## config.mk

```make
export PLATFORM = sky130hd
export DESIGN_NAME = lsu_ram_ctrl
export DESIGN_NICKNAME = d
export VERILOG_FILES = /design/src/rtl/lsu_pkg.sv /design/src/rtl/lsu_lane_align.sv /design/src/rtl/lsu_ram_ctrl.sv
export SDC_FILE = /design/constraint.sdc
export NUM_CORES = 1
export LEC_CHECK = 0
export CORE_MARGIN = 8
export CORE_UTILIZATION = 43
export CTS_BUF_LIST = sky130_fd_sc_hd__clkbuf_16
export DETAILED_ROUTE_END_ITERATION = 6
export PLACE_DENSITY_LB_ADDON = 0.3
export RECOVER_POWER = 25
export SLEW_MARGIN = 30
export SYNTH_ARGS = -nofsm -noshare
export SYNTH_HDL_FRONTEND = slang
export SYNTH_SLANG_ARGS = --single-unit
```

## constraint.sdc

```tcl
create_clock -name clk -period 2.7 [get_ports clk]
set_clock_uncertainty 0.2 [all_clocks]
set_input_delay 0.54 -clock clk [delete_from_list [all_inputs] [get_ports clk]]
set_output_delay 0.54 -clock clk [all_outputs]
set_load 0.01 [all_outputs]
```

## src/rtl/lsu_pkg.sv

```systemverilog
// Shared encodings for the load/store sequencer: access sizes, FSM states and
// the byte-lane mask helper used by the store merge path.
package lsu_pkg;

   localparam logic [1:0] SIZE_B   = 2'b00;
   localparam logic [1:0] SIZE_H   = 2'b01;
   localparam logic [1:0] SIZE_W   = 2'b10;
   localparam logic [1:0] SIZE_RSV = 2'b11;

   typedef enum logic [1:0] {
      ST_IDLE   = 2'd0,
      ST_ACCESS = 2'd1,
      ST_RESP   = 2'd2
   } lsu_state_e;

   // Little-endian byte lanes touched by an access of the given size at offset off.
   function automatic logic [3:0] lane_mask(input logic [1:0] size, input logic [1:0] off);
      logic [3:0] m;
      case (size)
         SIZE_B:  m = 4'b0001 << off;
         SIZE_H:  m = 4'b0011 << off;
         SIZE_W:  m = 4'b1111;
         default: m = 4'b0000;
      endcase
      return m;
   endfunction

endpackage

```

## src/rtl/lsu_lane_align.sv

```systemverilog
// Combinational lane steering: extracts and extends sub-word load data, and
// merges sub-word store data into the word currently held in the RAM.
module lsu_lane_align
   import lsu_pkg::*;
(
   input  logic [1:0]  size_i,
   input  logic        signed_i,
   input  logic [1:0]  off_i,
   input  logic [31:0] rword_i,
   input  logic [31:0] wdata_i,
   output logic [31:0] load_o,
   output logic [31:0] merge_o
);

   logic [31:0] shifted;
   logic [31:0] wrep;
   logic [3:0]  mask;

   always_comb begin
      shifted = rword_i >> {off_i, 3'b000};
      load_o  = 32'd0;
      case (size_i)
         SIZE_B:  load_o = {{24{signed_i & shifted[7]}}, shifted[7:0]};
         SIZE_H:  load_o = {{16{signed_i & shifted[15]}}, shifted[15:0]};
         SIZE_W:  load_o = rword_i;
         default: load_o = 32'd0;
      endcase
   end

   // Replicating the store data puts it on every lane, so the mask alone selects.
   always_comb begin
      mask    = lane_mask(size_i, off_i);
      merge_o = rword_i;
      case (size_i)
         SIZE_B:  wrep = {4{wdata_i[7:0]}};
         SIZE_H:  wrep = {2{wdata_i[15:0]}};
         default: wrep = wdata_i;
      endcase
      for (int k = 0; k < 4; k++) begin
         if (mask[k]) merge_o[8*k +: 8] = wrep[8*k +: 8];
      end
   end

endmodule

```

## src/rtl/lsu_ram_ctrl.sv

```systemverilog
// Load/store sequencer between the execute stage and the word-wide data RAM.
// Valid/ready on both sides: a transfer happens on a posedge where valid and ready are both high.
module lsu_ram_ctrl
   import lsu_pkg::*;
#(
   parameter int DEPTH = 32,
   parameter int AW    = 5
) (
   input  logic        clk,
   input  logic        rst_n,
   input  logic        req_valid,
   output logic        req_ready,
   input  logic        req_we,
   input  logic [1:0]  req_size,
   input  logic        req_signed,
   input  logic [31:0] req_addr,
   input  logic [31:0] req_wdata,
   output logic        rsp_valid,
   input  logic        rsp_ready,
   output logic [31:0] rsp_rdata,
   output logic        rsp_err,
   output logic        ram_we,
   output logic [31:0] ram_addr,
   output logic [31:0] ram_datain,
   input  logic [31:0] ram_dataout,
   output logic [1:0]  dbg_state
);

   localparam logic [31:0] LAST_BYTE = 32'(4 * DEPTH - 1);

   lsu_state_e  state_q, state_d;
   logic        we_q, we_d;
   logic [1:0]  size_q, size_d;
   logic        signed_q, signed_d;
   logic [31:0] addr_q, addr_d;
   logic [31:0] wdata_q, wdata_d;
   logic [31:0] rdata_q, rdata_d;
   logic        err_q, err_d;

   logic [31:0] load_data;
   logic [31:0] merge_data;
   logic        access_err;

   lsu_lane_align u_align (
      .size_i   (size_q),
      .signed_i (signed_q),
      .off_i    (addr_q[1:0]),
      .rword_i  (ram_dataout),
      .wdata_i  (wdata_q),
      .load_o   (load_data),
      .merge_o  (merge_data)
   );

   // Out-of-range addresses are rejected outright rather than aliased onto the RAM.
   always_comb begin
      access_err = 1'b0;
      if (size_q == SIZE_RSV)                          access_err = 1'b1;
      if (size_q == SIZE_H && addr_q[0] != 1'b0)       access_err = 1'b1;
      if (size_q == SIZE_W && addr_q[1:0] != 2'b00)    access_err = 1'b1;
      if (addr_q > LAST_BYTE)                          access_err = 1'b1;
   end

   always_comb begin
      state_d    = state_q;
      we_d       = we_q;
      size_d     = size_q;
      signed_d   = signed_q;
      addr_d     = addr_q;
      wdata_d    = wdata_q;
      rdata_d    = rdata_q;
      err_d      = err_q;
      ram_we     = 1'b0;
      ram_addr   = 32'd0;
      ram_datain = 32'd0;
      case (state_q)
         ST_IDLE: begin
            if (req_valid) begin
               we_d     = req_we;
               size_d   = req_size;
               signed_d = req_signed;
               addr_d   = req_addr;
               wdata_d  = req_wdata;
               state_d  = ST_ACCESS;
            end
         end
         ST_ACCESS: begin
            ram_addr = {{(32-AW){1'b0}}, addr_q[AW+1:2]};
            if (access_err) begin
               err_d   = 1'b1;
               rdata_d = 32'd0;
            end else if (we_q) begin
               ram_we     = 1'b1;
               ram_datain = merge_data;
               err_d      = 1'b0;
               rdata_d    = 32'd0;
            end else begin
               err_d   = 1'b0;
               rdata_d = load_data;
            end
            state_d = ST_RESP;
         end
         ST_RESP: begin
            if (rsp_ready) state_d = ST_IDLE;
         end
         default: state_d = ST_IDLE;
      endcase
   end

   always_ff @(posedge clk or negedge rst_n) begin
      if (!rst_n) begin
         state_q  <= ST_IDLE;
         we_q     <= 1'b0;
         size_q   <= SIZE_B;
         signed_q <= 1'b0;
         addr_q   <= 32'd0;
         wdata_q  <= 32'd0;
         rdata_q  <= 32'd0;
         err_q    <= 1'b0;
      end else begin
         state_q  <= state_d;
         we_q     <= we_d;
         size_q   <= size_d;
         signed_q <= signed_d;
         addr_q   <= addr_d;
         wdata_q  <= wdata_d;
         rdata_q  <= rdata_d;
         err_q    <= err_d;
      end
   end

   assign req_ready = (state_q == ST_IDLE);
   assign rsp_valid = (state_q == ST_RESP);
   assign rsp_rdata = rdata_q;
   assign rsp_err   = err_q;
   assign dbg_state = state_q;

endmodule

```

==> impl_summary.log, run 1 <==
INFO  metric global_route_wire_length_before_repair = 30.24 mm
INFO  metric failed_checks = setup timing
INFO  metric worst_path_cell_trace = or4_4 > a211oi_4 > nand4_1 > buf_6 > buf_12 > a311oi_2 > buf_2
INFO  metric final_critical_path_setup_slack = -0.4067 ns
INFO  metric grt_start_max_net_pins = 104
INFO  metric ys_async_sr_fraction = 100.0%
INFO  metric clock_sinks = 103
INFO  metric postRouteWirelength = 20.36 mm
INFO  metric timing.final.hold_violations = 0
INFO  metric yosys.cell_types.count = 44
INFO  metric dominant_combinational_cell_family_by_area_after_synthesis = multiplexers
INFO  metric globalRouteOverflowTotal = 0
INFO  metric critical_path_arrival = 2.37 ns
INFO  metric critical_path_required = between 1.5 and 2 ns
INFO  metric rrSetupSlack = 0.15 ns
INFO  metric floorplan.core_area = 12670 um2
INFO  metric drive_above_1_share = between 30 and 40%
INFO  metric layout.nets = roughly 860
INFO  metric synth-compound-area-share = 15.92%
INFO  metric drv.max_cap_violation_count = 0
INFO  metric globalRouteMet1Util = 28.66%
INFO  metric detail_route.vias_per_cell = 5.523
INFO  metric synth_seq_cells = 103
INFO  metric dpl_cell_area = 7780 um2
INFO  metric insertedDiodeCount = 0
INFO  metric die-width = 130.1 um
INFO  metric per_cell_routed_wire_length = between 20 and 25 um
INFO  metric netlist.top_cell.by_area = sky130_fd_sc_hd__dfrtp_1
INFO  metric yosys.area_share.xor_xnor = 0.1566%
INFO  metric route.detailed.drc = 0
INFO  metric use_met2 = 39.21%
INFO  metric gr-usage-all-layers = 23.37%
INFO  metric post_synth_inst_count = between 500 and 600
INFO  metric synth_ff_type = sky130_fd_sc_hd__dfrtp_1
INFO  metric layout.cells.most_common_list = sky130_fd_sc_hd__clkdlybuf4s50_1, sky130_fd_sc_hd__dfrtp_1, sky130_fd_sc_hd__nand2_1, sky130_fd_sc_hd__mux2_2, sky130_fd_sc_hd__buf_4
INFO  metric final-max-slew-violation-count = 0
INFO  metric synth-edff-count = 0
INFO  metric top_level_port_count = 206
INFO  metric critical_path.slowest_cell = sky130_fd_sc_hd__or4_4
INFO  metric peakVddDrop = 0.5083 mV
INFO  metric clock_tree.root_cell = sky130_fd_sc_hd__clkbuf_16
INFO  metric antenna_found_initial = 0
INFO  metric nFillCells = 996
INFO  metric clock_path_buffers = 2
INFO  metric crit_path_max_fanout = 7
INFO  metric port_buffers = ~180
INFO  metric drt_first_pass_iters = 5
INFO  metric setup_viol = 33
INFO  metric fp.dieH = 130.1 um
INFO  metric post-route-period-util = 115.1%
INFO  metric start_kind = register
INFO  metric clock_pin_slew_worst_setup_and_hold_paths = 0.07 ns
INFO  metric layout.cell_area.non_filler = around 8400 um2
INFO  metric shortest_period_the_worst_path_allows = just over 3 ns
INFO  metric cts_htree_levels = 3
INFO  metric part_of_the_yosys_area_used_for_sequential_elements = 46.07%
INFO  metric critical-path-top-delay-family = simple AND/OR/NAND/NOR gates
INFO  metric insertion_delay = 0.34 ns
INFO  metric flow.area_growth_from_synthesis = 50.15%
INFO  metric crit_type = reg -> out
INFO  metric dr_total_vias = 5153
INFO  metric combined_area_of_all_synthesized_cells = 5594 um2
INFO  metric max_slew_margin = ~5.3%
INFO  metric timing.fmax = 321.9 MHz
INFO  metric cellPowerDensity = 907.8 nW/um2
INFO  metric status = finished, violations left
INFO  metric critical_path.n_buffers_inverters = 3
INFO  metric grt_use_met3 = 4.896%
INFO  metric synth_simple_gate_area_share = 9.975%
INFO  metric via_count_of_the_first_global_routing_pass = 5422
INFO  metric drt-initial-drc-count = 445
INFO  metric synth.top_cells.by_area = sky130_fd_sc_hd__dfrtp_1, sky130_fd_sc_hd__mux2_2, sky130_fd_sc_hd__mux2i_1
INFO  metric synthMuxAreaShare = 20.26%
INFO  metric layout.cells.most_common = sky130_fd_sc_hd__clkdlybuf4s50_1
INFO  metric cts_made_buffers = 9
INFO  metric tightest_slew = 1.421 ns
INFO  metric multi_input_gate_area = about 3000 um2
INFO  metric initial_utilization = 44.15%
INFO  metric post_place_setup_slack = -0.4162 ns
INFO  metric grt_most_used_layer = met2
INFO  metric cts_hold_buffers = 0
INFO  metric p_leak = 3.596 nW
INFO  metric timing.hold.worst.class = reg -> reg
INFO  metric synth-adder-area-share = 0%
INFO  metric regArea = 2577 um2
INFO  metric placement_rows = 41
INFO  metric antenna_violating_nets_post_route = 0
INFO  metric post-dp-hpwl = around 15 mm
INFO  metric cts_tree = built
INFO  metric gp_congestion = 0.9090
INFO  metric unrepaired_setup_endpoints_after_global_routing = yes
INFO  metric yosys.area.top_type_share = a little under half
INFO  metric critical-path-max-stage-delay = 0.55 ns
INFO  metric util_after_layout = 66.29%
INFO  metric yosysWarningCount = 0
INFO  metric syn_area_per_cell = 10.36 um2
INFO  metric die-area = roughly 17000 um2
INFO  metric worst_setup_path_end_kind = output pin
-- timing repair --
| action | CTS | global route |
|---|---|---|
| setup buffers | 15 | 3 |
| gates cloned | 2 | 3 |
| gates resized for setup | 182 | 59 |
| pin swaps | 4 | 11 |
| setup endpoints to repair | 33 | 71 |
-- worst paths after layout --
kind / start / to / depth (start not counted)
worst min register to register: rsp_rdata[28]$_DFFE_PN0P_ / rsp_rdata[28]$_DFFE_PN0P_ / 2
worst min-delay path: rsp_rdata[28]$_DFFE_PN0P_ / rsp_rdata[28]$_DFFE_PN0P_ / 2
worst max register to register: addr_q[8]$_DFFE_PN0P_ / rsp_rdata[11]$_DFFE_PN0P_ / 12
min in group asynchronous: rst_n / addr_q[16]$_DFFE_PN0P_ / 2
max in group asynchronous: rst_n / rsp_rdata[20]$_DFFE_PN0P_ / 2
worst max-delay path: addr_q[8]$_DFFE_PN0P_ / ram_datain[13] / 7
-- worst reg2reg max path, stage by stage (launching register included) --
cell	delay, ns
sky130_fd_sc_hd__dfrtp_1	0.39
sky130_fd_sc_hd__or4_4	0.55
sky130_fd_sc_hd__a211oi_4	0.18
sky130_fd_sc_hd__buf_4	0.14
sky130_fd_sc_hd__buf_4	0.09
sky130_fd_sc_hd__buf_4	0.09
sky130_fd_sc_hd__buf_4	0.09
sky130_fd_sc_hd__buf_4	0.09
sky130_fd_sc_hd__buf_4	0.09
sky130_fd_sc_hd__nand4_1	0.08
sky130_fd_sc_hd__buf_6	0.17
sky130_fd_sc_hd__clkbuf_16	0.17
sky130_fd_sc_hd__a22oi_2	0.14
-- sequential cells by signal, indices dropped and copies added, names as in the netlist --
| register | flops |
|---|---|
| addr_q | 32 |
| dbg_state | 2 |
| rsp_err | 1 |
| rsp_rdata | 32 |
| signed_q | 1 |
| size_q | 2 |
| wdata_q | 32 |
| we_q | 1 |
-- stage by stage --
stage / hold slack (ns) / std cells / power [mW] / TNS (ns)
after global placement: 0.2643 / 903 / 5.993 / -7.338
final: 0.2846 / 933 / 7.625 / -9.291
after CTS: 0.08535 / 935 / 7.427 / -21.23
after detailed placement: 0.2734 / 903 / 6.115 / -9.988
after floorplan: 0.04441 / 566 / 4.826 / 0
after global routing: 0.2995 / 933 / 8.045 / -12.22
-- synth_stat cells, types with 4 or more instances --
| master | instances |
|---|---|
| sky130_fd_sc_hd__a22oi_1 | 38 |
| sky130_fd_sc_hd__inv_1 | 4 |
| sky130_fd_sc_hd__a211oi_1 | 9 |
| sky130_fd_sc_hd__dfrtp_1 | 103 |
| sky130_fd_sc_hd__clkbuf_1 | 32 |
| sky130_fd_sc_hd__o2bb2ai_1 | 14 |
| sky130_fd_sc_hd__nor4_1 | 4 |
| sky130_fd_sc_hd__a21oi_1 | 9 |
| sky130_fd_sc_hd__buf_4 | 29 |
| sky130_fd_sc_hd__nand2_1 | 67 |
| sky130_fd_sc_hd__o21ai_1 | 10 |
| sky130_fd_sc_hd__nor2b_1 | 6 |
| sky130_fd_sc_hd__and2_1 | 6 |
| sky130_fd_sc_hd__nor3_1 | 9 |
| sky130_fd_sc_hd__mux2_2 | 67 |
| sky130_fd_sc_hd__o21ai_0 | 35 |
| sky130_fd_sc_hd__nor2_1 | 20 |
| sky130_fd_sc_hd__mux2i_1 | 32 |
| sky130_fd_sc_hd__buf_2 | 7 |
| sky130_fd_sc_hd__a311oi_1 | 8 |
-- layer usage --
metal  vias up  share of wire [%]
met5         -                  0
met4         0                3.0
met3        44                8.1
met2       259                 49
met1      2525                 40
li1       2325                  -
-- cell families after synthesis --
logic type,count (synthesis)
buf+inv,77
xor+xnor,1
compound gates,132
simple gates,124
flops,103
other cells,1
mux,102
-- final cells by class --
class	instances	share of cell area, %
clock inverter	6	0.3575
multi-input combinational	386	35.30
timing repair buffer	252	28.18
tap	172	2.562
clock buffer	9	2.681
inverter	5	0.2234
sequential	103	30.69
-- report_power, final --
group	internal, mW	switching (mW)
Sequential	2.08	0.442
Clock	0.608	0.563
Combinational	1.80	2.14
Total	4.48	3.14
Power figures use the tool's default switching activity.
==> inputs of run 2 (changes only) <==
RECOVER_POWER = default   (was 25)
==> impl_summary.log, run 2 (synthesis results as in run 1) <==
INFO  metric cts_tree = built
INFO  metric post-route-period-util = 115.0%
INFO  metric drt_first_pass_iters = 6
INFO  metric top_level_port_count = slightly above 200
INFO  metric start_kind = register
INFO  metric reg_to_reg_start = addr_q[8]$_DFFE_PN0P_
INFO  metric drive_above_1_share = 32.72%
INFO  metric antenna_found_initial = 0
INFO  metric timing.fmax = roughly 320 MHz
INFO  metric floorplan.core_area = 12670 um2
INFO  metric internal_power_component = 4.486 mW
INFO  metric layout.cells.most_common = sky130_fd_sc_hd__clkdlybuf4s50_1
INFO  metric seqPwrFrac = 33.0%
INFO  metric die-area = 16920 um2
INFO  metric shortest_period_the_worst_path_allows = between 3 and 4 ns
INFO  metric route.detailed.drc = 0
INFO  metric timing.final.hold_violations = 0
INFO  metric layout.nets = 861
INFO  metric final-max-slew-violation-count = 0
INFO  metric net_switching_fraction_of_the_power = 41.16%
INFO  metric postRouteWirelength = 20.35 mm
INFO  metric drt-initial-drc-count = 450
INFO  metric status = finished, violations left
INFO  metric insertedDiodeCount = 0
INFO  metric detail_route.vias_per_cell = approximately 5.5
INFO  metric die-width = 130.1 um
INFO  metric cellPowerDensity = 906.3 nW/um2
INFO  metric layout.cells.most_common_list = sky130_fd_sc_hd__clkdlybuf4s50_1, sky130_fd_sc_hd__dfrtp_1, sky130_fd_sc_hd__nand2_1, sky130_fd_sc_hd__mux2_2, sky130_fd_sc_hd__buf_4
INFO  metric via_count_of_the_first_global_routing_pass = 5422
INFO  metric crit_type = reg -> out
INFO  metric cts_hold_buffers = 0
INFO  metric clock_path_buffers = 2
INFO  metric dr_total_vias = 5152
INFO  metric rrSetupSlack = about 0.15 ns
INFO  metric per_cell_routed_wire_length = 21.81 um
INFO  metric gr-usage-all-layers = 23.37%
INFO  metric critical_path_required = 1.96 ns
INFO  metric clock_pin_slew_worst_setup_and_hold_paths = 0.07 ns
INFO  metric tightest_slew = 0.7156 ns
INFO  metric worst_setup_path_end_kind = output pin
INFO  metric critical_path.reg2reg.endpoint = rsp_rdata[11]$_DFFE_PN0P_
INFO  metric flow.area_growth_from_synthesis = 50.37%
INFO  metric clock_power_share = 15.3%
INFO  metric cts_htree_levels = 3
INFO  metric crit_path_max_fanout = 7
INFO  metric worst-r2r-cell-count = 12
INFO  metric share_comb_of_total_power = between 50% and 60%
INFO  metric post-layout-total-power = 7.624 mW
INFO  metric timing.hold.worst.class = in -> async
INFO  metric failed_checks = setup timing
INFO  metric grt_start_max_net_pins = 104
INFO  metric globalRouteOverflowTotal = 0
INFO  metric post-dp-hpwl = approximately 15 mm
INFO  metric critPathLaunch = addr_q[8]$_DFFE_PN0P_
INFO  metric fp.dieH = around 130 um
INFO  metric nFillCells = 995
INFO  metric dpl_cell_area = 7780 um2
INFO  metric cts_made_buffers = 9
INFO  metric placement_rows = around 40
INFO  metric clock_tree.root_cell = sky130_fd_sc_hd__clkbuf_16
INFO  metric initial_utilization = between 40% and 50%
INFO  metric critical_path_arrival = 2.36 ns
INFO  metric power.switching = 3.138 mW
INFO  metric clock_sinks = 103
INFO  metric gp_congestion = 0.9090
INFO  metric final_critical_path_setup_slack = -0.4048 ns
INFO  metric peakVddDrop = between 0.5 and 0.6 mV
INFO  metric antenna_violating_nets_post_route = 0
INFO  metric global_route_wire_length_before_repair = 30.24 mm
INFO  metric unrepaired_setup_endpoints_after_global_routing = yes
INFO  metric port_buffers = 178
INFO  metric setup_viol = 33
INFO  metric drv.max_cap_violation_count = 0
INFO  metric p_leak = 3.601 nW
INFO  metric cp-endpoint = ram_datain[13]
INFO  metric insertion_delay = approximately 0.34 ns
INFO  metric layout.cell_area.non_filler = 8412 um2
INFO  metric max_slew_margin = 52.08%
-- run 2: routing by layer --
layer  global-route usage [%]  part of all wire, %  vias up  wire (um)
met1                    28.66                   39     2525       8027
met5                        0                    0        -          0
met3                    4.896                  8.2       44       1672
met4                    9.699                  3.1        0        624
met2                    39.21                   49      257      10030
li1                         -                    -     2326          -
-- run 2: how the worst min path moves through the flow --
stage | start | to | slack [ns] | cells after the start
floorplan | rst_n | addr_q[0]$_DFFE_PN0P_ | 0.04 | 0
global placement | rsp_rdata[6]$_DFFE_PN0P_ | rsp_rdata[6]$_DFFE_PN0P_ | 0.26 | 2
detailed placement | rsp_rdata[18]$_DFFE_PN0P_ | rsp_rdata[18]$_DFFE_PN0P_ | 0.27 | 2
CTS | rst_n | addr_q[16]$_DFFE_PN0P_ | 0.09 | 2
global route | rst_n | addr_q[16]$_DFFE_PN0P_ | 0.11 | 2
finish | rst_n | addr_q[16]$_DFFE_PN0P_ | 0.05 | 2
-- run 2: layout make-up --
| cell class | count | area [um2] | area share [%] |
|---|---|---|---|
| Clock buffer | 9 | 225.2 | 2.677 |
| Clock inverter | 6 | 30.03 | 0.3570 |
| Inverter | 5 | 18.77 | 0.2231 |
| Multi-Input combinational cell | 386 | 2965 | 35.25 |
| Sequential cell | 103 | 2577 | 30.64 |
| Tap cell | 172 | 215.2 | 2.558 |
| Timing Repair Buffer | 252 | 2380 | 28.29 |
-- run 2: power groups by stage --
stage	logic, mW	registers [mW]	clock network (mW)
2_1_floorplan	2.47	2.35	0
3_3_place_gp	3.51	2.48	0
3_5_place_dp	3.59	2.53	0
4_1_cts	3.74	2.50	1.18
5_1_grt	4.24	2.58	1.23
6_report	3.94	2.52	1.17
-- run 2: stage by stage --
stage | instances | hold WS [ns] | util [%] | TNS [ns] | worst slack [ns]
finish | 933 | 0.05335 | 66.39 | -9.334 | -0.4048
global route | 933 | 0.1079 | 66.39 | -12.22 | -0.5034
CTS | 935 | 0.08535 | 64.62 | -21.23 | -0.3792
detailed placement | 903 | 0.2734 | 61.40 | -9.988 | -0.4162
global placement | 903 | 0.2643 | 61.38 | -7.338 | -0.2884
floorplan | 566 | 0.04441 | - | 0 | 0.1134
-- run 2: what timing repair did --
item | in CTS | in global routing
buffers inserted | 15 | 3
pin swaps | 4 | 11
gates cloned | 2 | 3
resized for setup | 182 | 59
endpoints found under the setup margin | 33 | 71
-- run 2: critical path, cell delays in order, from the launching register on --
cell                       delay (ns)
sky130_fd_sc_hd__dfrtp_1         0.39
sky130_fd_sc_hd__or4_4           0.55
sky130_fd_sc_hd__a211oi_4        0.18
sky130_fd_sc_hd__nand4_1         0.13
sky130_fd_sc_hd__buf_6           0.18
sky130_fd_sc_hd__buf_12          0.14
sky130_fd_sc_hd__a311oi_2        0.24
sky130_fd_sc_hd__buf_2           0.20
